`config.mk`:
```
export PLATFORM = sky130hd
export DESIGN_NAME = uart_tx_fifo_flat
export DESIGN_NICKNAME = d
export VERILOG_FILES = /design/src/rtl/uart_pkg.sv /design/src/rtl/uart_tx_fifo_if.sv /design/src/rtl/fifo_mem.sv /design/src/rtl/uart_tx_fifo.sv /design/src/flat_wrapper.sv
export SDC_FILE = /design/constraint.sdc
export NUM_CORES = 1
export LEC_CHECK = 0
export CAP_MARGIN = 15
export CORE_MARGIN = 2
export CORE_UTILIZATION = 59
export DETAILED_ROUTE_END_ITERATION = 10
export PLACE_DENSITY = 0.78
export SLEW_MARGIN = 0
export SYNTH_ARGS = -nofsm -noshare
export SYNTH_HDL_FRONTEND = slang
export SYNTH_SLANG_ARGS = --single-unit
```
`constraint.sdc`:
```
create_clock -name clk -period 3.9 [get_ports clk]
set_clock_uncertainty 0.2 [all_clocks]
set_input_delay 1.17 -clock clk [delete_from_list [all_inputs] [get_ports clk]]
set_output_delay 1.17 -clock clk [all_outputs]
set_load 0.05 [all_outputs]
```
`src/rtl/uart_pkg.sv`:
```
// rtl/uart_pkg.sv - shared UART byte width and drain FSM state encoding
package uart_pkg;

  localparam int BYTE_W = 8;

  // Shared with the RX-side FIFO so both drain engines decode identically.
  typedef enum logic [1:0] {
    DRAIN_IDLE   = 2'd0,
    DRAIN_STROBE = 2'd1,
    DRAIN_HOLD   = 2'd2
  } drain_state_t;

endpackage

```
`src/rtl/uart_tx_fifo_if.sv`:
```
// rtl/uart_tx_fifo_if.sv - producer/transmitter handshake bundle for the UART TX FIFO
interface uart_tx_fifo_if #(
  parameter int ADDR_W = 4
);
  import uart_pkg::*;

  logic              wr_strobe;
  logic [BYTE_W-1:0] wr_data;
  logic              full;
  logic              empty;
  logic [ADDR_W:0]   count;
  logic              overflow;
  logic              ovf_clear;
  logic              tx_ready;
  logic              tx_strobe;
  logic [BYTE_W-1:0] tx_data;

  modport master (
    output wr_strobe, wr_data, ovf_clear, tx_ready,
    input  full, empty, count, overflow, tx_strobe, tx_data
  );

  modport slave (
    input  wr_strobe, wr_data, ovf_clear, tx_ready,
    output full, empty, count, overflow, tx_strobe, tx_data
  );

endinterface

```
`src/rtl/fifo_mem.sv`:
```
// rtl/fifo_mem.sv - DEPTH x byte register array, one synchronous write port, one async read port
module fifo_mem
  import uart_pkg::*;
#(
  parameter int DEPTH  = 16,
  parameter int ADDR_W = 4
) (
  input  logic              clk,
  input  logic              we,
  input  logic [ADDR_W-1:0] waddr,
  input  logic [BYTE_W-1:0] wdata,
  input  logic [ADDR_W-1:0] raddr,
  output logic [BYTE_W-1:0] rdata
);

  logic [BYTE_W-1:0] mem [DEPTH];

  // No reset: stale contents are unreachable once the pointers are cleared.
  always_ff @(posedge clk) begin
    if (we) begin
      mem[waddr] <= wdata;
    end
  end

  assign rdata = mem[raddr];

endmodule

```
`src/rtl/uart_tx_fifo.sv`:
```
// rtl/uart_tx_fifo.sv - byte FIFO feeding the UART transmitter with a 3-state drain engine
module uart_tx_fifo
  import uart_pkg::*;
#(
  parameter  int DEPTH  = 16,
  localparam int ADDR_W = $clog2(DEPTH)
) (
  input  logic           clk,
  input  logic           reset_n,
  uart_tx_fifo_if.slave  bus
);

  localparam logic [ADDR_W:0]   CNT_FULL = (ADDR_W+1)'(DEPTH);
  localparam logic [ADDR_W:0]   CNT_ONE  = (ADDR_W+1)'(1);
  localparam logic [ADDR_W-1:0] PTR_ONE  = ADDR_W'(1);

  logic [ADDR_W-1:0] wr_ptr;
  logic [ADDR_W-1:0] rd_ptr;
  logic [ADDR_W:0]   count;
  logic              overflow_q;
  logic              tx_strobe_q;
  logic [BYTE_W-1:0] tx_data_q;
  logic [BYTE_W-1:0] rd_byte;
  drain_state_t      state;

  logic full;
  logic empty;
  logic push;
  logic drop;
  logic pop;

  // Flags come from count so a full ring never aliases to empty.
  assign full  = (count == CNT_FULL);
  assign empty = (count == '0);
  assign push  = bus.wr_strobe && !full;
  assign drop  = bus.wr_strobe && full;
  assign pop   = (state == DRAIN_IDLE) && !empty && bus.tx_ready;

  fifo_mem #(
    .DEPTH  (DEPTH),
    .ADDR_W (ADDR_W)
  ) u_mem (
    .clk   (clk),
    .we    (push),
    .waddr (wr_ptr),
    .wdata (bus.wr_data),
    .raddr (rd_ptr),
    .rdata (rd_byte)
  );

  always_ff @(posedge clk or negedge reset_n) begin
    if (!reset_n) begin
      wr_ptr     <= '0;
      count      <= '0;
      overflow_q <= 1'b0;
    end else begin
      if (push) begin
        wr_ptr <= wr_ptr + PTR_ONE;
      end
      if (push && !pop) begin
        count <= count + CNT_ONE;
      end else if (pop && !push) begin
        count <= count - CNT_ONE;
      end
      // A drop in the same cycle as a clear wins: the loss must stay visible.
      if (drop) begin
        overflow_q <= 1'b1;
      end else if (bus.ovf_clear) begin
        overflow_q <= 1'b0;
      end
    end
  end

  // STROBE and HOLD give the transmitter time to drop tx_ready before it is sampled again.
  always_ff @(posedge clk or negedge reset_n) begin
    if (!reset_n) begin
      state       <= DRAIN_IDLE;
      rd_ptr      <= '0;
      tx_strobe_q <= 1'b0;
      tx_data_q   <= '0;
    end else begin
      tx_strobe_q <= 1'b0;
      case (state)
        DRAIN_IDLE: begin
          if (pop) begin
            tx_data_q   <= rd_byte;
            tx_strobe_q <= 1'b1;
            rd_ptr      <= rd_ptr + PTR_ONE;
            state       <= DRAIN_STROBE;
          end
        end
        DRAIN_STROBE: state <= DRAIN_HOLD;
        DRAIN_HOLD:   state <= DRAIN_IDLE;
        default:      state <= DRAIN_IDLE;
      endcase
    end
  end

  assign bus.full      = full;
  assign bus.empty     = empty;
  assign bus.count     = count;
  assign bus.overflow  = overflow_q;
  assign bus.tx_strobe = tx_strobe_q;
  assign bus.tx_data   = tx_data_q;

endmodule

```
`src/flat_wrapper.sv`:
```
// flat-port wrapper written by rule: the top's interface ports become plain ports
module uart_tx_fifo_flat import uart_pkg::*;
#(
  parameter  int DEPTH  = 16,
  localparam int ADDR_W = $clog2(DEPTH)
)
  (clk, reset_n, bus_wr_strobe, bus_wr_data, bus_ovf_clear, bus_tx_ready, bus_full, bus_empty, bus_count, bus_overflow, bus_tx_strobe, bus_tx_data);
  uart_tx_fifo_if #(.ADDR_W((4))) bus_i ();
  input  logic clk;
  input  logic reset_n;
  input wire logic [$bits(bus_i.wr_strobe)-1:0] bus_wr_strobe;
  input wire logic [$bits(bus_i.wr_data)-1:0] bus_wr_data;
  input wire logic [$bits(bus_i.ovf_clear)-1:0] bus_ovf_clear;
  input wire logic [$bits(bus_i.tx_ready)-1:0] bus_tx_ready;
  output wire logic [$bits(bus_i.full)-1:0] bus_full;
  output wire logic [$bits(bus_i.empty)-1:0] bus_empty;
  output wire logic [$bits(bus_i.count)-1:0] bus_count;
  output wire logic [$bits(bus_i.overflow)-1:0] bus_overflow;
  output wire logic [$bits(bus_i.tx_strobe)-1:0] bus_tx_strobe;
  output wire logic [$bits(bus_i.tx_data)-1:0] bus_tx_data;
  assign bus_i.wr_strobe = bus_wr_strobe;
  assign bus_i.wr_data = bus_wr_data;
  assign bus_i.ovf_clear = bus_ovf_clear;
  assign bus_i.tx_ready = bus_tx_ready;
  assign bus_full = bus_i.full;
  assign bus_empty = bus_i.empty;
  assign bus_count = bus_i.count;
  assign bus_overflow = bus_i.overflow;
  assign bus_tx_strobe = bus_i.tx_strobe;
  assign bus_tx_data = bus_i.tx_data;
  uart_tx_fifo #(.DEPTH(DEPTH)) u_core (.clk(clk), .reset_n(reset_n), .bus(bus_i));
endmodule
```
; Yosys cells after proc, flatten, opt, wreduce, memory -nomap -nowiden
; Memory sizes are Yosys's and may differ from the RTL's. A register that Yosys moved wholly into a read port is not among the register bits.
; Index checks and enable logic that the tools add are counted.
[op_classes]
n_addsub = 4
n_eq_ne = 3
muxes = 10
reduce_logical = 16
[op_table]
columns = cell, n
row1 = 5-bit 2-to-1 mux, 2
row2 = "4-bit by 1-bit adder with 4-bit output, second input constant", 2
row3 = 1-bit logical AND, 6
row4 = 1-bit 2-to-1 mux, 6
row5 = "5-bit by 1-bit adder with 5-bit output, second input constant", 1
row6 = "5-bit == test, second input constant", 1
row7 = 1-bit zero test, 5
row8 = 5-bit zero test, 1
row9 = "5-bit by 1-bit subtractor with 5-bit output, second input constant", 1
row10 = 2-bit one-hot mux with 2 select lines, 1
row11 = 2-bit nonzero test, 2
row12 = "2-bit by 1-bit == test with 1-bit output, second input constant", 1
row13 = 2-bit zero test, 1
row14 = 2-bit 2-to-1 mux, 1
row15 = "2-bit by 1-bit inequality test with 1-bit output, second input constant", 1
row16 = 2-bit AND reduction, 1
[word_totals]
register_bits = 17
ram_bits = 128
output_inout_bits = 17
mem_count = 1
[memory_table]
columns = memory, depth, word_bits, rd, rd_ports_with_merged_regs, write_ports, line
row1 = u_core.u_mem.mem, 16, 8, 1, 1, 1, fifo_mem.sv:16  ; logic [BYTE_W-1:0] mem [DEPTH];

; Logic depth before layout (Yosys ltp)
; Gate-level depths: netlist of the first run.
[depth]
depth_word = 7
mapped_depth = 12

; Cells and area by module
; A second synthesis of the first run with hierarchy kept.
[unflattened]
hier_cells = 318
hier_area_um2 = 6223.5
[modules_own_cells]
columns = mod, n_inst, cells_per_inst, area_per_inst_um2, seq_area_each_um2
row1 = fifo_mem, 1, 221, 4987.3, 3843.7
row2 = uart_tx_fifo, 1, 97, 1236.2, 625.6

; Worst setup path before layout of the first run
; Ideal clock, no wire load.
[synth_path]
path_type = register to register
start = reg u_core.count[0], in the netlist u_core.bus.count[0]
end = reg u_core.count[4], in the netlist u_core.bus.count[4]
t_arrival_ns = 3.140
setup_slack_ns = 0.418
path_stages_with_launch = 13
n_path_buf = 1
period_less_slack_ns = 3.482
path_cell_list = dfrtp_1 > nor4_1 > and2b_1 > nor4b_4 > inv_2 > buf_2 > ha_1 > inv_1 > ha_1 > a21o_1 > a21oi_1 > mux2i_1 > xnor2_1
[synth_between]
elab_chain_cells = 7
elab_cells_between_ends = 16
classes_between = add/sub (2) / eq/ne (1) / mux (2) / reduce/logical (11)
[synth_lines]
columns = element, line
row1 = start: declaration, uart_tx_fifo.sv:19  ; logic [ADDR_W:0] count;
row2 = start signal: assignment, uart_tx_fifo.sv:61  ; count <= count + CNT_ONE;
row3 = start signal: assignment, uart_tx_fifo.sv:63  ; count <= count - CNT_ONE;
row4 = 5-bit zero test (*), uart_tx_fifo.sv:34  ; assign empty = (count == '0);
row5 = via bus_empty, flat_wrapper.sv:16  ; output wire logic [$bits(bus_i.empty)-1:0] bus_empty;
row6 = 1-bit zero test (*), uart_tx_fifo.sv:37  ; assign pop = (state == DRAIN_IDLE) && !empty && bus.tx_ready;
row7 = 1-bit logical AND (*) (2 in a row), uart_tx_fifo.sv:37
row8 = 1-bit zero test, uart_tx_fifo.sv:60  ; if (push && !pop) begin
row9 = 1-bit logical AND, uart_tx_fifo.sv:60
row10 = 5-bit 2-to-1 mux or 2-bit nonzero test (tied branches), -
; The timed path passes the listed nets; every way through them passes the cells marked *. The select of a mux whose other input is x is not followed.
; A chain may end at the register's enable or synchronous reset.

; Final worst setup path of the first run
[layout_path]
start = reg u_core.count[0], in the netlist u_core.bus.count[0]
end = out bus_full
[layout_between]
elab_chain_cells = 1
[layout_lines]
columns = element, line
row1 = 5-bit == test, uart_tx_fifo.sv:33  ; assign full = (count == CNT_FULL);
row2 = end: declaration, flat_wrapper.sv:15  ; output wire logic [$bits(bus_i.full)-1:0] bus_full;
; No other way between the ends.

==> results of run 1 <==
-- worst max path at each step --
stage	end	slack (ns)	cells past startpoint
4_1_cts	bus_empty	0.08	3
5_1_grt	bus_full	0.05	4
6_report	bus_full	0.24	4
3_5_place_dp	u_core.bus.count[4]	0.21	10
3_3_place_gp	u_core.bus.count[4]	0.29	10
2_1_floorplan	u_core.bus.count[4]	0.42	12
-- cell usage in the layout (no fill, tap or decap), types with 2 or more instances in the layout --
master / netlist / routed
clkinv_1: 0 / 2
clkdlybuf4s50_1: 0 / 28
nand4_1: 2 / 2
buf_4: 1 / 24
bufinv_16: 0 / 3
ha_1: 9 / 9
clkinv_4: 0 / 2
o21ai_1: 12 / 12
mux4_2: 15 / 15
nand2_1: 30 / 30
xnor2_1: 8 / 8
edfxtp_1: 128 / 128
nand2b_1: 2 / 2
inv_6: 0 / 3
mux4_1: 17 / 17
nor3_1: 4 / 4
clkinvlp_4: 0 / 4
xor2_1: 2 / 2
o21ai_0: 8 / 8
mux2i_1: 9 / 9
a21oi_1: 2 / 2
a21o_1: 2 / 2
nor2_1: 14 / 14
mux2_2: 8 / 8
inv_1: 8 / 8
clkbuf_16: 0 / 16
dfrtp_1: 25 / 24
-- worst max-delay path: stages, from the launching register on --
cell             delay, ns
dfrtp_1               0.44
nor4_1                0.36
nand2_1               0.11
inv_1                 0.08
clkdlybuf4s50_1       0.79
-- routing by layer --
layer / part of all wire (%) / track usage, %
met5: 0 / 0
met4: 1.3 / 8.53
met3: 6.8 / 4.78
met2: 51 / 36.2
met1: 41 / 30.6
-- power by group --
group	switching, mW	internal (mW)
Combinational	0.956	0.809
Clock	0.635	0.978
Sequential	0.257	2.04
-- per-stage QoR --
stage	utilization (%)	cells	cell area, sq um
detailed placement	65.5	503	6730
finish	71.3	535	7320
global route	71.3	535	7320
floorplan	-	331	6200
global placement	65.5	503	6730
CTS	71.2	535	7320
-- area by class of cell --
class | count | area (sq um) | area share (%)
sequential | 153 | 4470 | 61.0
multi-input combinational | 152 | 1590 | 21.7
clock buffer | 18 | 418 | 5.71
inverter | 9 | 33.8 | 0.461
clock inverter | 14 | 171 | 2.34
tap | 136 | 170 | 2.32
timing repair buffer | 53 | 473 | 6.46
-- state kept, by name, indices dropped and copies added, names as in the netlist --
name                  cells
u_core.bus.overflow       1
u_core.bus.count          5
u_core.wr_ptr             4
u_core.u_mem.mem        128
u_core.state              2
u_core.bus.tx_data        8
u_core.bus.tx_strobe      1
u_core.rd_ptr             4
-- cell families after synthesis --
kind of cell / after synthesis
AO/OA/AOI/OAI: 25
XOR/XNOR: 10
adder cells (fa/ha/maj): 10
buffers and inverters: 26
flip-flops: 153
multiplexers: 49
AND/OR/NAND/NOR: 58
==> metrics.txt, run 1 <==
WHS Endpoint u_core.bus.tx_data[5]; hold path start u_core.bus.tx_data[5]; postcts setup bufs 0; Seq/Total Area, Yosys roughly 72%; post-route ant nets 0; clock tree buffer depth 2; Critical Path AT 2.29 ns; xor and xnor area share after synthesis between 1 and 1.5%; Synth warnings 0; vias per cell 5.80; I/O pins 30; Crit Path Max Fanout 5; setup TNS 0 ns; Die W 107 um; grt total ovfl 0; Global Route Usage Sum 22.4%; final hold violations 0; HP Class flop to flop; clk sinks 153; clock-pin slew on the worst setup and hold paths 0.07 ns; count leader, synth edfxtp_1; EDFF count, synth 128; leading area contributor after synthesis edfxtp_1; post-synthesis cell count 331; final wirelength 11.5 mm; CTS HTree Levels 4; row count 37; RSZ-0062 raised after global routing no; reg2reg path depth 11; vias in the first global route between 3000 and 4000; largest family of logic cells by synthesized area multiplexers; GP Congestion approximately 0.75; die height 107 um; Worst-Skew Late Latency 0.51 ns; Yosys reg bits 153; Netlist cell types 35; nets 409; Initial DRC Count 221; CTS buffer count 17; DR DRC count 0; root buffer cell clkbuf_8; Period Utilization, post-route 93.8%; Final Worst Setup Slack 0.243 ns; final setup vio count 0; r2r endpoint u_core.bus.count[4]; CP Class flop to output port; top cell type's share of synthesized area 62.0%; Area Growth Syn to Fin 18.1%; Primary FF master, synth edfxtp_1; CTS tree done; Post-Synth Adder-Cell Area 2.14%; Post-Syn Area just over 6000 sq um; mux share of post-synthesis cell area 15.6%; core box area 10300 sq um; simple-gate share of the synthesized area 4.34%; full die area 11300 sq um; endpoint class of the critical path output port; Port Buffers 29; n_diodes 0; post-DP HPWL 6.88 mm; share of cells above drive strength 1 19.8%; fin crit period 3.66 ns; outcome finished, final reports clean; pwr/cell area between 700 and 800 nW/um^2; maximum VDD drop between 500 and 600 uV; Synth area leaders edfxtp_1, dfrtp_1, mux4_1, mux4_2, ha_1; pre-CTS WS approximately 0.21 ns; PostCTS Resize Cnt 0; Initial Utilization 60.3%; CP Launch Point u_core.bus.count[0]; largest net degree at the start of global routing 27; vias 3102; crit start category flop; Post-synth top cells edfxtp_1, nand2_1, dfrtp_1, mux4_1, mux4_2; total power between 5 and 6 mW; Min Hold Slack 0.285 ns; syn avg cell area 18.7 sq um; slew at the pin closest to its max-slew limit 0.990 ns; worst r2r src u_core.bus.count[0]; MaxCap Viol Count 0; Worst Hold Depth 2; Leak approximately 2.6 nW; ys async rst share between 10% and 20%; initial antenna violation count 0; WL/cell 21.4 um; Worst Path Required around 2.5 ns; Pre-antenna DRT Iters 4; syn nets 354; Max Freq approximately 270 MHz; complex-gate fraction of the synthesized area under 10%; Slew headroom 34.0%; Layout fillers 634; hold buffer count at CTS 0; Slew Limit Fails 0; flop-to-flop setup slack 1.08 ns; first-pass GRT wire length roughly 18 mm
Note: power is estimated with default switching activity, not from simulation.
==> run 2, diff against run 1 <==
--- a/config.mk
+++ b/config.mk
@@ -14,3 +14,4 @@
 export SYNTH_ARGS = -nofsm -noshare
 export SYNTH_HDL_FRONTEND = slang
 export SYNTH_SLANG_ARGS = --single-unit
+export TNS_END_PERCENT = 30
==> results of run 2 <==
The final DEF is identical to that of run 1; final timing and power are the same.
